### config.mk
export PLATFORM = sky130hd
export DESIGN_NAME = ram_march_bist
export DESIGN_NICKNAME = d
export VERILOG_FILES = /design/src/rtl/ram_march_bist_pkg.sv /design/src/rtl/ram_march_addr_gen.sv /design/src/rtl/ram_march_bist.sv
export SDC_FILE = /design/constraint.sdc
export NUM_CORES = 1
export LEC_CHECK = 0
export ABC_AREA = 1
export CAP_MARGIN = 20
export CORE_ASPECT_RATIO = 0.6
export CORE_MARGIN = 3
export CORE_UTILIZATION = 55
export DETAILED_ROUTE_END_ITERATION = 10
export HOLD_SLACK_MARGIN = 0.12
export PLACE_DENSITY_LB_ADDON = 0.25
export SLEW_MARGIN = 25
export SYNTH_ARGS = -nofsm -noshare
export SYNTH_HDL_FRONTEND = slang
export SYNTH_SLANG_ARGS = --single-unit
### constraint.sdc
create_clock -name clk -period 4.57 [get_ports clk]
set_input_delay 0.914 -clock clk [delete_from_list [all_inputs] [get_ports clk]]
set_output_delay 0.914 -clock clk [all_outputs]
set_load 0.005 [all_outputs]
### src/rtl/ram_march_bist_pkg.sv
// Shared types and per-element March C- attributes for the RAM BIST controller.
package ram_march_bist_pkg;

    typedef enum logic [2:0] {
        IDLE      = 3'd0,
        WRITE     = 3'd1,
        READ      = 3'd2,
        WRITE_CMP = 3'd3,
        CMP       = 3'd4
    } state_e;

    typedef enum logic [2:0] {
        E0 = 3'd0,
        E1 = 3'd1,
        E2 = 3'd2,
        E3 = 3'd3,
        E4 = 3'd4,
        E5 = 3'd5
    } elem_e;

    function automatic logic elem_descending(input elem_e e);
        return (e == E3) || (e == E4);
    endfunction

    // Data patterns are all-zeros or all-ones, so a single bit describes them.
    function automatic logic elem_read_ones(input elem_e e);
        return (e == E2) || (e == E4);
    endfunction

    function automatic logic elem_write_ones(input elem_e e);
        return (e == E1) || (e == E3);
    endfunction

endpackage

### src/rtl/ram_march_addr_gen.sv
// Up/down address counter for the March BIST; loads to 0 or DEPTH-1 and flags the
// last address of the current sweep, so non-power-of-two depths never overrun.
module ram_march_addr_gen #(
    parameter int DEPTH = 256,
    localparam int AW = $clog2(DEPTH)
) (
    input  logic          clk,
    input  logic          rst_n,
    input  logic          load,
    input  logic          load_down,
    input  logic          step,
    output logic [AW-1:0] addr,
    output logic          last
);

    localparam logic [AW-1:0] MAX_ADDR = AW'(DEPTH - 1);
    localparam logic [AW-1:0] ONE      = AW'(1);

    logic down;

    always_ff @(posedge clk or negedge rst_n) begin
        if (!rst_n) begin
            addr <= '0;
            down <= 1'b0;
        end else if (load) begin
            down <= load_down;
            addr <= load_down ? MAX_ADDR : '0;
        end else if (step) begin
            addr <= down ? (addr - ONE) : (addr + ONE);
        end
    end

    assign last = down ? (addr == '0) : (addr == MAX_ADDR);

endmodule

### src/rtl/ram_march_bist.sv
// March C- BIST controller owning one RAM port; runs the 10N sequence on start
// and reports pass/fail with the element, address and data of the first mismatch.
module ram_march_bist
    import ram_march_bist_pkg::*;
#(
    parameter int DATA_WIDTH = 8,
    parameter int DEPTH = 256,
    localparam int AW = $clog2(DEPTH)
) (
    input  logic                  clk,
    input  logic                  rst_n,
    input  logic                  start,
    output logic                  busy,
    output logic                  done,
    output logic                  pass,
    output logic                  fail,
    output logic [2:0]            fail_elem,
    output logic [AW-1:0]         fail_addr,
    output logic [DATA_WIDTH-1:0] fail_data,
    output logic                  ram_wr_en,
    output logic                  ram_rd_en,
    output logic [AW-1:0]         ram_addr,
    output logic [DATA_WIDTH-1:0] ram_wdata,
    input  logic [DATA_WIDTH-1:0] ram_rdata
);

    state_e state, state_n;
    elem_e  elem, elem_n;

    logic                  ag_load, ag_load_down, ag_step, ag_last;
    logic [AW-1:0]         addr;
    logic                  busy_n, done_n, pass_n, fail_n, rd_n, wr_n;
    logic [2:0]            fail_elem_n;
    logic [AW-1:0]         fail_addr_n;
    logic [DATA_WIDTH-1:0] fail_data_n, wdata_n, exp_rdata;
    logic                  mismatch;

    ram_march_addr_gen #(
        .DEPTH(DEPTH)
    ) u_addr_gen (
        .clk      (clk),
        .rst_n    (rst_n),
        .load     (ag_load),
        .load_down(ag_load_down),
        .step     (ag_step),
        .addr     (addr),
        .last     (ag_last)
    );

    assign ram_addr  = addr;
    assign exp_rdata = {DATA_WIDTH{elem_read_ones(elem)}};
    assign mismatch  = (ram_rdata != exp_rdata);

    // RAM strobes and status are computed for the upcoming cycle and registered,
    // so every output changes only on a clock edge.
    always_comb begin
        state_n      = state;
        elem_n       = elem;
        ag_load      = 1'b0;
        ag_load_down = 1'b0;
        ag_step      = 1'b0;
        done_n       = 1'b0;
        pass_n       = pass;
        fail_n       = fail;
        fail_elem_n  = fail_elem;
        fail_addr_n  = fail_addr;
        fail_data_n  = fail_data;

        case (state)
            IDLE: begin
                if (start) begin
                    state_n     = WRITE;
                    elem_n      = E0;
                    ag_load     = 1'b1;
                    pass_n      = 1'b0;
                    fail_n      = 1'b0;
                    fail_elem_n = '0;
                    fail_addr_n = '0;
                    fail_data_n = '0;
                end
            end
            WRITE: begin
                if (ag_last) begin
                    state_n      = READ;
                    elem_n       = E1;
                    ag_load      = 1'b1;
                    ag_load_down = elem_descending(E1);
                end else begin
                    ag_step = 1'b1;
                end
            end
            READ: begin
                state_n = (elem == E5) ? CMP : WRITE_CMP;
            end
            WRITE_CMP, CMP: begin
                if (mismatch) begin
                    state_n     = IDLE;
                    done_n      = 1'b1;
                    pass_n      = 1'b0;
                    fail_n      = 1'b1;
                    fail_elem_n = elem;
                    fail_addr_n = addr;
                    fail_data_n = ram_rdata;
                end else if (ag_last) begin
                    if (elem == E5) begin
                        state_n = IDLE;
                        done_n  = 1'b1;
                        pass_n  = 1'b1;
                    end else begin
                        elem_n       = elem_e'(elem + 3'd1);
                        state_n      = READ;
                        ag_load      = 1'b1;
                        ag_load_down = elem_descending(elem_n);
                    end
                end else begin
                    ag_step = 1'b1;
                    state_n = READ;
                end
            end
            default: begin
                state_n = IDLE;
            end
        endcase

        busy_n  = (state_n != IDLE);
        rd_n    = (state_n == READ);
        wr_n    = (state_n == WRITE) || (state_n == WRITE_CMP);
        wdata_n = wr_n ? {DATA_WIDTH{elem_write_ones(elem_n)}} : '0;
    end

    always_ff @(posedge clk or negedge rst_n) begin
        if (!rst_n) begin
            state     <= IDLE;
            elem      <= E0;
            busy      <= 1'b0;
            done      <= 1'b0;
            pass      <= 1'b0;
            fail      <= 1'b0;
            fail_elem <= '0;
            fail_addr <= '0;
            fail_data <= '0;
            ram_wr_en <= 1'b0;
            ram_rd_en <= 1'b0;
            ram_wdata <= '0;
        end else begin
            state     <= state_n;
            elem      <= elem_n;
            busy      <= busy_n;
            done      <= done_n;
            pass      <= pass_n;
            fail      <= fail_n;
            fail_elem <= fail_elem_n;
            fail_addr <= fail_addr_n;
            fail_data <= fail_data_n;
            ram_wr_en <= wr_n;
            ram_rd_en <= rd_n;
            ram_wdata <= wdata_n;
        end
    end

endmodule

==> results_dict.tcl, run 1 <==
set metrics [dict create \
    synth-edff-count 0 \
    power.switching_uw 585.7 \
    seq_area_frac_synth 0.4065 \
    n_antenna_cell 0 \
    r2r_start "state[2]" \
    clock-root-buffer "sky130_fd_sc_hd__clkbuf_8" \
    grt_pass1_wl_um 9922 \
    post_synth.cell_area_avg_sq_um 7.936 \
    post-route-worst-setup-slack_ps 2136 \
    route.vias.total 2257 \
    relSlewSlack 0.4093 \
    grt_remaining_overflow 0 \
    yosys-top-cells-area "sky130_fd_sc_hd__dfrtp_1 (41%), sky130_fd_sc_hd__nand2_1 (11%), sky130_fd_sc_hd__nand3_1 (10%)" \
    routedWlPerCell_um 14.63 \
    post_place_setup_slack_ps 1859 \
    netlist_top_cells_count "sky130_fd_sc_hd__nand2_1 (76), sky130_fd_sc_hd__nand3_1 (52), sky130_fd_sc_hd__dfrtp_1 (41), sky130_fd_sc_hd__inv_1 (37), sky130_fd_sc_hd__nor2_1 (21)" \
    met2_usage 0.3262 \
    die_h_um 58.47 \
    post-place-cells 414 \
    postSynthRegisterBits 41 \
    hold_path_class "flip-flop to flip-flop" \
    rr_worst_depth 6 \
    crit_path_start "ram_rdata[7]" \
    max-cap-violations 0 \
    criticalPathCategory "input pin to flip-flop" \
    internal_power_of_the_cells_uw 971.2 \
    unrepaired_setup_endpoints_after_global_routing "no" \
    gpl.final_weighted_congestion 0.9033 \
    cts_hold_buf 0 \
    clock_latency_ps 290 \
    drv_slew 0 \
    instance_area_after_placement_sq_um 3003 \
    maximum_number_of_pins_on_one_net_before_global_route_repair 42 \
    hpwl_um 4557 \
    clock_power_share 0.194 \
    sw_frac_of_total 0.3762 \
    globalRoute.busiestLayer "met1" \
    final_layout_size_suffix_gt1_frac 0.07459 \
    first_pass_iters 5 \
    number_of_standard_cells_after_synthesis 318 \
    htree_levels 2 \
    initial_core_util 0.5929 \
    post_cts.repair.setup_buffers 0 \
    r2r_slack_ps 2420 \
    syn2layout_area_growth_pct 23.60 \
    layout.nets 384 \
    routed_wl_um 6175 \
    critical_path.endpoint_type "flip-flop" \
    timing.final.crit_period_ps 2434 \
    global_routing_met1_resource_utilization 0.3560 \
    critical_path.endpoint "pass" \
    tritoncts_num_sinks 41 \
    final_cells 422 \
    finClkSkew_ps 4.297 \
    core.rowCount 18 \
    tritoncts "done" \
    power.leakage_uw 0.001604 \
    clkTransAtPathRegs_ps 70 \
    post_cts_resized 0 \
    seqPwrFrac 0.353 \
    critical_path_arrival_ps 2650 \
    timing.critical_path.fanout_max 36 \
    total_power_uw 1557 \
    synth_top_area_cell "sky130_fd_sc_hd__dfrtp_1" \
    synth.yosys.warnings 0 \
    cell_area_after_technology_mapping_sq_um 2524 \
    worst-endpoint-required_ps 4790 \
    groute.layer.met3.usage 0.05747 \
    postSynth.asyncResetShare 1.000 \
    boundaryPins 52 \
    drt.antenna.violating_nets 0 \
    global_route.usage.total 0.2310 \
    clockBufferDepth 2 \
    timing.hold.worst.start "state[2]" \
    drc_errors 0 \
    cts_made_buffers 5 \
    worstReg2RegEnd "fail_data[5]" \
    synth_top_area_frac 0.4065 \
    first_global_vias 2038 \
    power-per-cell-area_nw_per_um2 499.1 \
    drt-initial-drc-count 184 \
    design_area_sq_um 3119 \
    design.core.area_sq_um 4257 \
    postSynthNetCount 341 \
    die_area_sq_um 5464 \
    vdd_drop_max_v 0.0003426 \
    die_w_um 93.45 \
    tns_ps 0 \
    vias_per_cell 5.348 \
    final-setup-viol-count 0 \
    outcome "finished clean" \
    number_of_unique_standard_cell_types_used_by_synthesis 37 \
    tightest_slew_ps 886.0 \
    port_buffers 51 \
    worst_setup_path_start_kind "input pin" \
    comb_pwr_share 0.453 \
    synthMostInstantiatedCell "sky130_fd_sc_hd__nand2_1" \
    grt_antenna_before_repair 0 \
    report.final.hold_viol_count 0 \
    yosys_most_used_dff "sky130_fd_sc_hd__dfrtp_1" \
    achievable-frequency_mhz 410.9 \
    period_share 0.5326 \
]
metal layers:
layer	routed length (um)	vias up	part of all wire
met4	42	0	0.0068
met3	515	4	0.083
met1	2997	1053	0.49
met5	0	-	0
met2	2619	93	0.42
li1	-	1107	-
sequential cells by signal, indices dropped and copies added (netlist names), 2 cells and up, named ones only:
signal	count
fail_addr	8
u_addr_gen.addr	8
fail_data	8
state	3
fail_elem	3
elem	2
worst max-delay path, cell delays in order:
cell                              delay [ps]
sky130_fd_sc_hd__clkdlybuf4s50_1         500
sky130_fd_sc_hd__nand2_1                  60
sky130_fd_sc_hd__nor2_1                  140
sky130_fd_sc_hd__nand2_1                 100
sky130_fd_sc_hd__nand2_2                 110
sky130_fd_sc_hd__nand2_4                 120
sky130_fd_sc_hd__nand2_2                 440
sky130_fd_sc_hd__nand2_1                 110
sky130_fd_sc_hd__a21oi_1                 150
area by class of cell:
class                      count  area (sq um)
clock buffer                   7         86.33
timing repair buffer          51         505.5
fill                         316          1137
clock inverter                 1         30.03
tap                           60         75.07
inverter                      40         160.2
sequential                    41          1026
multi-input combinational    222          1236
cells in the final DEF (no fill, tap or decap), types with 2 or more instances in the layout:
| master | synthesis | routed |
|---|---|---|
| sky130_fd_sc_hd__a21o_1 | 2 | 2 |
| sky130_fd_sc_hd__a21oi_1 | 7 | 7 |
| sky130_fd_sc_hd__clkbuf_8 | 0 | 6 |
| sky130_fd_sc_hd__clkdlybuf4s50_1 | 0 | 50 |
| sky130_fd_sc_hd__dfrtp_1 | 41 | 41 |
| sky130_fd_sc_hd__ha_1 | 11 | 11 |
| sky130_fd_sc_hd__inv_1 | 37 | 37 |
| sky130_fd_sc_hd__nand2_1 | 76 | 76 |
| sky130_fd_sc_hd__nand2_2 | 4 | 4 |
| sky130_fd_sc_hd__nand2_4 | 4 | 4 |
| sky130_fd_sc_hd__nand3_1 | 52 | 52 |
| sky130_fd_sc_hd__nand4_1 | 4 | 4 |
| sky130_fd_sc_hd__nor2_1 | 21 | 21 |
| sky130_fd_sc_hd__o21ai_0 | 18 | 18 |
| sky130_fd_sc_hd__o21ai_1 | 2 | 2 |
| sky130_fd_sc_hd__xnor2_1 | 3 | 3 |
| sky130_fd_sc_hd__xor2_1 | 3 | 3 |
cell families (layout without fill, tap and decap cells):
kind of cell,after synthesis,in the layout,synth area share
and+or+nand+nor,170,170,0.3277
buffers and inverters,55,99,0.1036
DFF,41,41,0.4065
AOI/OAI and AO/OA,34,34,0.07883
adders and majority gates,12,12,0.06247
xor gates and xnor gates,6,6,0.02083
stage by stage:
stage | util | hold WS [ps]
6_report | 0.7328 | 502.9
5_1_grt | 0.7328 | 525.4
4_1_cts | 0.7328 | 501.0
3_5_place_dp | 0.7055 | 483.6
3_3_place_gp | 0.7055 | 476.4
2_1_floorplan | - | 446.6
worst min path at each step:
stage / cells past startpoint / end / slack [ps]
final: 1 / state[2] / 500
after floorplan: 1 / state[2] / 450
after global placement: 1 / state[2] / 480
after detailed placement: 1 / state[2] / 480
after CTS: 1 / state[2] / 500
after global routing: 1 / state[2] / 530
power by group through the flow:
stage	clock (uW)	sequential, uW	combinational, uW
after detailed placement	0	556	696
after floorplan	0	539	427
final	301	550	705
after global routing	320	563	784
after global placement	0	551	676
after CTS	303	548	706
No activity file was read; power rests on OpenSTA's default activity.
==> inputs of run 2 (changes only) <==
--- a/config.mk
+++ b/config.mk
@@ -9,7 +9,7 @@
 export CAP_MARGIN = 20
 export CORE_ASPECT_RATIO = 0.6
 export CORE_MARGIN = 3
-export CORE_UTILIZATION = 55
+export CORE_UTILIZATION = 46
 export DETAILED_ROUTE_END_ITERATION = 10
 export HOLD_SLACK_MARGIN = 0.12
 export PLACE_DENSITY_LB_ADDON = 0.25
==> constraint.sdc (replaced) <==
create_clock -name clk -period 2.1 [get_ports clk]
set_input_delay 0.42 -clock clk [delete_from_list [all_inputs] [get_ports clk]]
set_output_delay 0.42 -clock clk [all_outputs]
set_load 0.005 [all_outputs]
==> run 2 against run 1 <==
Register-to-register slack got worse by 2200 ps. Highest routed layer unchanged. Sequential power increased by 120%. Critical path type is now flip-flop to flip-flop. Largest cell class unchanged. Critical path depth increased by 1.
==> results_dict.tcl, run 2 (same netlist as run 1, synthesis figures left out) <==
set metrics [dict create \
    design.core.area_sq_um 5180 \
    final_layout_size_suffix_gt1_frac 0.1003 \
    die_w_um 101.6 \
    worstReg2RegEnd "u_addr_gen.addr[7]" \
    timing.final.crit_period_ps 1902 \
    final-setup-viol-count 0 \
    port_buffers 51 \
    grt_antenna_before_repair 0 \
    syn2layout_area_growth_pct 26.38 \
    post-place-cells 428 \
    worst_path_most_repeated_cell "sky130_fd_sc_hd__nand2_1" \
    final_cells 435 \
    boundaryPins 52 \
    outcome "finished clean" \
    fill_cells 463 \
    clock_latency_ps 300 \
    drt.antenna.violating_nets 0 \
    first_pass_iters 4 \
    report.final.hold_viol_count 0 \
    grt_pass1_wl_um 10090 \
    first_global_vias 2070 \
    htree_levels 2 \
    global_route.usage.total 0.1990 \
    die_h_um 63.38 \
    maximum_number_of_pins_on_one_net_before_global_route_repair 42 \
    cts_made_buffers 5 \
    critical_path.endpoint_type "flip-flop" \
    top_regs "fail_addr (8), fail_data (8), u_addr_gen.addr (8)" \
    timing.critical_path.fanout_max 6 \
    cp_num_buf_inv 0 \
    r2r_start "u_addr_gen.addr[4]" \
    clkTransAtPathRegs_ps 80 \
    crit_path_max_incr_delay_ps 490 \
    drc_errors 0 \
    final_common_cell "sky130_fd_sc_hd__nand2_1" \
    crit_family "simple AND/OR/NAND/NOR gates" \
    routed_wl_um 6074 \
    achievable-frequency_mhz 525.7 \
    grt_remaining_overflow 0 \
    core.rowCount 20 \
    initial_core_util 0.4872 \
    worst-endpoint-required_ps 2300 \
    finClkSkew_ps 11.18 \
    routedWlPerCell_um 13.96 \
    tritoncts "done" \
    drv_slew 0 \
    hpwl_um 4599 \
    clockBufferDepth 2 \
    rr_worst_depth 10 \
    vias_per_cell 5.131 \
    clock-root-buffer "sky130_fd_sc_hd__clkbuf_8" \
    period_share 0.9057 \
    gpl.final_weighted_congestion 0.8963 \
    r2r_slack_ps 200 \
    layout_common_cells "sky130_fd_sc_hd__nand2_1 (76), sky130_fd_sc_hd__nand3_1 (52), sky130_fd_sc_hd__clkdlybuf4s50_1 (50)" \
    total_power_uw 3465 \
    critPathSlowestCell "sky130_fd_sc_hd__dfrtp_1" \
    n_antenna_cell 0 \
    layout.nets 392 \
    route.vias.total 2232 \
    tightest_slew_ps 515.1 \
    criticalPathCategory "flip-flop to flip-flop" \
    critical_path_arrival_ps 2100 \
    hold_path_class "input pin to asynchronous set/reset pin" \
    power.leakage_uw 0.001643 \
    worst_setup_path_start_kind "flip-flop" \
    worstPathCellList "ha_1 > a21o_1 > a21boi_0 > nand2_1 > nand2_1 > nand2_1 > nand3_1 > nand2_1 > nand2_1 > nand2_1" \
    unrepaired_setup_endpoints_after_global_routing "no" \
    drt-initial-drc-count 146 \
    vdd_drop_max_v 0.0004283 \
    power-per-cell-area_nw_per_um2 1086 \
    die_area_sq_um 6440 \
    relSlewSlack 0.6566 \
    tritoncts_num_sinks 41 \
    max-cap-violations 0 \
]
-- run 2: changes by cell type in the layout (fill, tap and decap cells not counted) --
cell	change
sky130_fd_sc_hd__buf_4	+7
sky130_fd_sc_hd__buf_12	+1
sky130_fd_sc_hd__clkbuf_1	-1
sky130_fd_sc_hd__clkbuf_8	-1
sky130_fd_sc_hd__clkinv_2	+1
sky130_fd_sc_hd__ha_1	-1
sky130_fd_sc_hd__ha_2	+1
sky130_fd_sc_hd__inv_1	-1
sky130_fd_sc_hd__inv_2	+1
-- run 2: worst max-delay path by stage --
| stage | start | end | slack (ps) | depth (start not counted) |
|---|---|---|---|---|
| 6_report | u_addr_gen.addr[4] | u_addr_gen.addr[7] | 200 | 10 |
| 5_1_grt | u_addr_gen.down | u_addr_gen.addr[5] | 20 | 9 |
| 4_1_cts | elem[0] | u_addr_gen.addr[7] | 150 | 14 |
| 3_5_place_dp | ram_rdata[5] | u_addr_gen.addr[7] | -30 | 13 |
| 3_3_place_gp | ram_rdata[5] | u_addr_gen.addr[7] | 40 | 13 |
| 2_1_floorplan | elem[0] | u_addr_gen.addr[5] | 300 | 14 |
-- run 2: through the flow --
step	util	hold slack, ps	TNS [ps]	setup slack [ps]	instance area [sq um]
2_1_floorplan	-	124.4	0	301.1	2524
3_3_place_gp	0.5952	484.3	0	43.35	3083
3_5_place_dp	0.5952	480.4	-87.79	-25.34	3083
4_1_cts	0.6152	193.4	0	151.3	3187
5_1_grt	0.6157	221.3	0	16.81	3189
6_report	0.6157	175.8	0	197.9	3189
-- run 2: layout make-up --
type,count,area [sq um],share of cell area
clock buffer,5,68.82,0.02158
clock inverter,2,35.03,0.01098
inverter,40,160.2,0.05022
multi-input combinational,222,1239,0.3884
sequential,41,1026,0.3217
tap,66,82.58,0.02589
timing repair buffer,59,578.1,0.1812
-- run 2: power by group --
| group | internal (uW) | total [uW] | switching [uW] |
|---|---|---|---|
| registers | 986 | 1210 | 221 |
| clock network | 346 | 614 | 269 |
| logic | 799 | 1640 | 846 |
-- run 2: what timing repair did --
item                       4_1_cts  5_1_grt
buffers inserted                 0        0
hold endpoints to repair         0        0
setup endpoints to repair        0        6
hold buffers                     0        0
resized for setup                0        2
-- run 2: routing by layer --
layer / GRT usage / up-vias / wire [um] / share of wire
li1: - / 1132 / - / -
met1: 0.3170 / 1044 / 3271 / 0.54
met2: 0.2736 / 53 / 2473 / 0.41
met3: 0.03982 / 3 / 304 / 0.050
met4: 0.04478 / 0 / 25 / 0.0041
met5: 0 / - / 0 / 0
-- run 2: worst register-to-register path: stages (launching register included) --
cell and delay (ps):
sky130_fd_sc_hd__dfrtp_1 490, sky130_fd_sc_hd__ha_1 400, sky130_fd_sc_hd__a21o_1 210, sky130_fd_sc_hd__a21boi_0 210
sky130_fd_sc_hd__nand2_1 80, sky130_fd_sc_hd__nand2_1 60, sky130_fd_sc_hd__nand2_1 70, sky130_fd_sc_hd__nand3_1 90
sky130_fd_sc_hd__nand2_1 70, sky130_fd_sc_hd__nand2_1 80, sky130_fd_sc_hd__nand2_1 50
==> inputs of run 3 (changes only) <==
--- a/config.mk
+++ b/config.mk
@@ -12,7 +12,7 @@
 export CORE_UTILIZATION = 46
 export DETAILED_ROUTE_END_ITERATION = 10
 export HOLD_SLACK_MARGIN = 0.12
-export PLACE_DENSITY_LB_ADDON = 0.25
+export PLACE_DENSITY_LB_ADDON = 0.15
 export SLEW_MARGIN = 25
 export SYNTH_ARGS = -nofsm -noshare
 export SYNTH_HDL_FRONTEND = slang
==> run 3 against run 2 <==
Wire length is 1.5% lower. Power is 2.7% lower. Clock power is 11% lower. Core utilization is 1.4 points higher. Critical path depth stayed put. Sequential cell count stayed put. Non-clock buffer count is 6 higher. Critical endpoint is now u_addr_gen.down. Clock skew is 3.6 ps lower. Sequential power hardly changed. Clock-buffer cell count is 1 higher. Cell count is 1.8% higher.
==> results_dict.tcl, run 3 (same netlist as run 1, synthesis figures left out) <==
set metrics [dict create \
    vdd_drop_max_v 0.0004681 \
    first_pass_iters 5 \
    worstReg2RegEnd "u_addr_gen.down" \
    hold-path-endpoint "fail_addr[3]" \
    hpwl_um 4582 \
    grt_antenna_before_repair 0 \
    crit_path_start "elem[0]" \
    design.core.area_sq_um 5180 \
    clock_latency_ps 290 \
    r2r_start "elem[0]" \
    worst_setup_path_start_kind "flip-flop" \
    global_route.usage.total 0.1971 \
    grt_pass1_wl_um 10040 \
    post_place_setup_slack_ps -10.78 \
    routedWlPerCell_um 13.50 \
    layout_common_cells "sky130_fd_sc_hd__nand2_1 (76), sky130_fd_sc_hd__nand3_1 (52), sky130_fd_sc_hd__clkdlybuf4s50_1 (50)" \
    boundaryPins 52 \
    critical_path.endpoint_type "flip-flop" \
    clock-root-buffer "sky130_fd_sc_hd__clkbuf_8" \
    n_antenna_cell 0 \
    tritoncts "done" \
    period_share 0.9287 \
    initial_core_util 0.4872 \
    final_layout_size_suffix_gt1_frac 0.1220 \
    final_common_cell "sky130_fd_sc_hd__nand2_1" \
    timing.final.crit_period_ps 1950 \
    fill_cells 449 \
    final-setup-viol-count 0 \
    htree_levels 2 \
    vias_per_cell 5.124 \
    power-per-cell-area_nw_per_um2 1034 \
    die_w_um 101.6 \
    cts_made_buffers 5 \
    r2r_slack_ps 150 \
    clockBufferDepth 2 \
    drt-initial-drc-count 173 \
    grt_remaining_overflow 0 \
    power.leakage_uw 0.001679 \
    core.rowCount 20 \
    finClkSkew_ps 7.545 \
    top_regs "fail_addr (8), fail_data (8), u_addr_gen.addr (8)" \
    drt.antenna.violating_nets 0 \
    layout.nets 399 \
    maximum_number_of_pins_on_one_net_before_global_route_repair 31 \
    power.switching_uw 1324 \
    timing.hold.worst.start "fail_addr[3]" \
    sw_frac_of_total 0.3925 \
    port_buffers 51 \
    drc_errors 0 \
    syn2layout_area_growth_pct 29.20 \
    die_h_um 63.38 \
    min_path_cells 2 \
    seqPwrFrac 0.358 \
    post-route-worst-setup-slack_ps 149.8 \
    hold_path_class "flip-flop to flip-flop" \
    routed_wl_um 5981 \
    clock_power_share 0.162 \
    clkTransAtPathRegs_ps 80 \
    rr_worst_depth 10 \
    worst-endpoint-required_ps 2270 \
    utilization 0.6295 \
    criticalPathCategory "flip-flop to flip-flop" \
    outcome "finished clean" \
    drv_slew 0 \
    route.vias.total 2270 \
    report.final.hold_viol_count 0 \
    tightest_slew_ps 695.4 \
    tritoncts_num_sinks 41 \
    die_area_sq_um 6440 \
    critical_path_arrival_ps 2120 \
    relSlewSlack 0.5364 \
    max-cap-violations 0 \
    comb_pwr_share 0.480 \
    timing.critical_path.fanout_max 5 \
    first_global_vias 2075 \
    internal_power_of_the_cells_uw 2049 \
    gpl.final_weighted_congestion 0.9199 \
    achievable-frequency_mhz 512.8 \
    whs_ps 500.6 \
]
run 3: cell types whose count changed in the layout (fill, tap and decap cells not counted), sizes merged:
| cell | delta |
|---|---|
| buf | +5 |
| clkinv | +1 |
| bufinv | -1 |
| clkbuf | +1 |
| dlygate4sd3 | +1 |
| nand3 | +1 |
run 3: repair_timing:
item,4_1_cts,5_1_grt
hold buffers,1,0
endpoints found under the setup margin,0,10
buffers inserted,0,5
resized for setup,0,5
endpoints found under the hold margin,20,0
run 3: area by class of cell:
cell class                      instances  area [sq um]  share of cell area
Clock buffer                            6         82.58             0.02533
Clock inverter                          2         13.76            0.004221
Inverter                               40         160.2             0.04912
Multi-Input combinational cell        223          1257              0.3856
Sequential cell                        41          1026              0.3147
Tap cell                               66         82.58             0.02533
Timing Repair Buffer                   65         638.1              0.1957
run 3: worst max-delay path: stages, from the launching register on:
cell and delay (ps):
sky130_fd_sc_hd__dfrtp_1 400, sky130_fd_sc_hd__buf_4 130, sky130_fd_sc_hd__buf_4 140, sky130_fd_sc_hd__ha_1 190
sky130_fd_sc_hd__nand2_1 160, sky130_fd_sc_hd__inv_1 170, sky130_fd_sc_hd__nor2_8 180, sky130_fd_sc_hd__nand3_4 120
sky130_fd_sc_hd__nand2_4 140, sky130_fd_sc_hd__buf_4 120, sky130_fd_sc_hd__o21ai_0 70
run 3: stage by stage:
step	TNS, ps	power (uW)	cell area, sq um	instances
2_1_floorplan	0	2101	2524	318
3_3_place_gp	0	2791	3095	428
3_5_place_dp	-40.70	2799	3095	428
4_1_cts	0	3358	3202	437
5_1_grt	-9.931	3652	3261	443
6_report	0	3372	3261	443
run 3: how the worst max path moves through the flow:
stage	endpoint	slack, ps	depth (start not counted)
after CTS	u_addr_gen.addr[2]	90	14
after global placement	u_addr_gen.addr[7]	30	13
final	u_addr_gen.down	150	10
after detailed placement	u_addr_gen.addr[2]	-10	13
after floorplan	u_addr_gen.addr[5]	300	14
after global routing	u_addr_gen.addr[5]	-10	15
run 3: per-layer routing:
metal  track usage  share of wire
met1        0.3224           0.53
met2        0.2606           0.38
met3       0.04204          0.083
met4       0.03980         0.0079
met5             0              0
run 3: power groups by stage:
| stage | Combinational (uW) | Clock (uW) | Sequential (uW) |
|---|---|---|---|
| floorplan | 929 | 0 | 1170 |
| detailed placement | 1580 | 0 | 1220 |
| global route | 1830 | 586 | 1240 |
| global placement | 1570 | 0 | 1220 |
| CTS | 1590 | 559 | 1200 |
| finish | 1620 | 545 | 1210 |
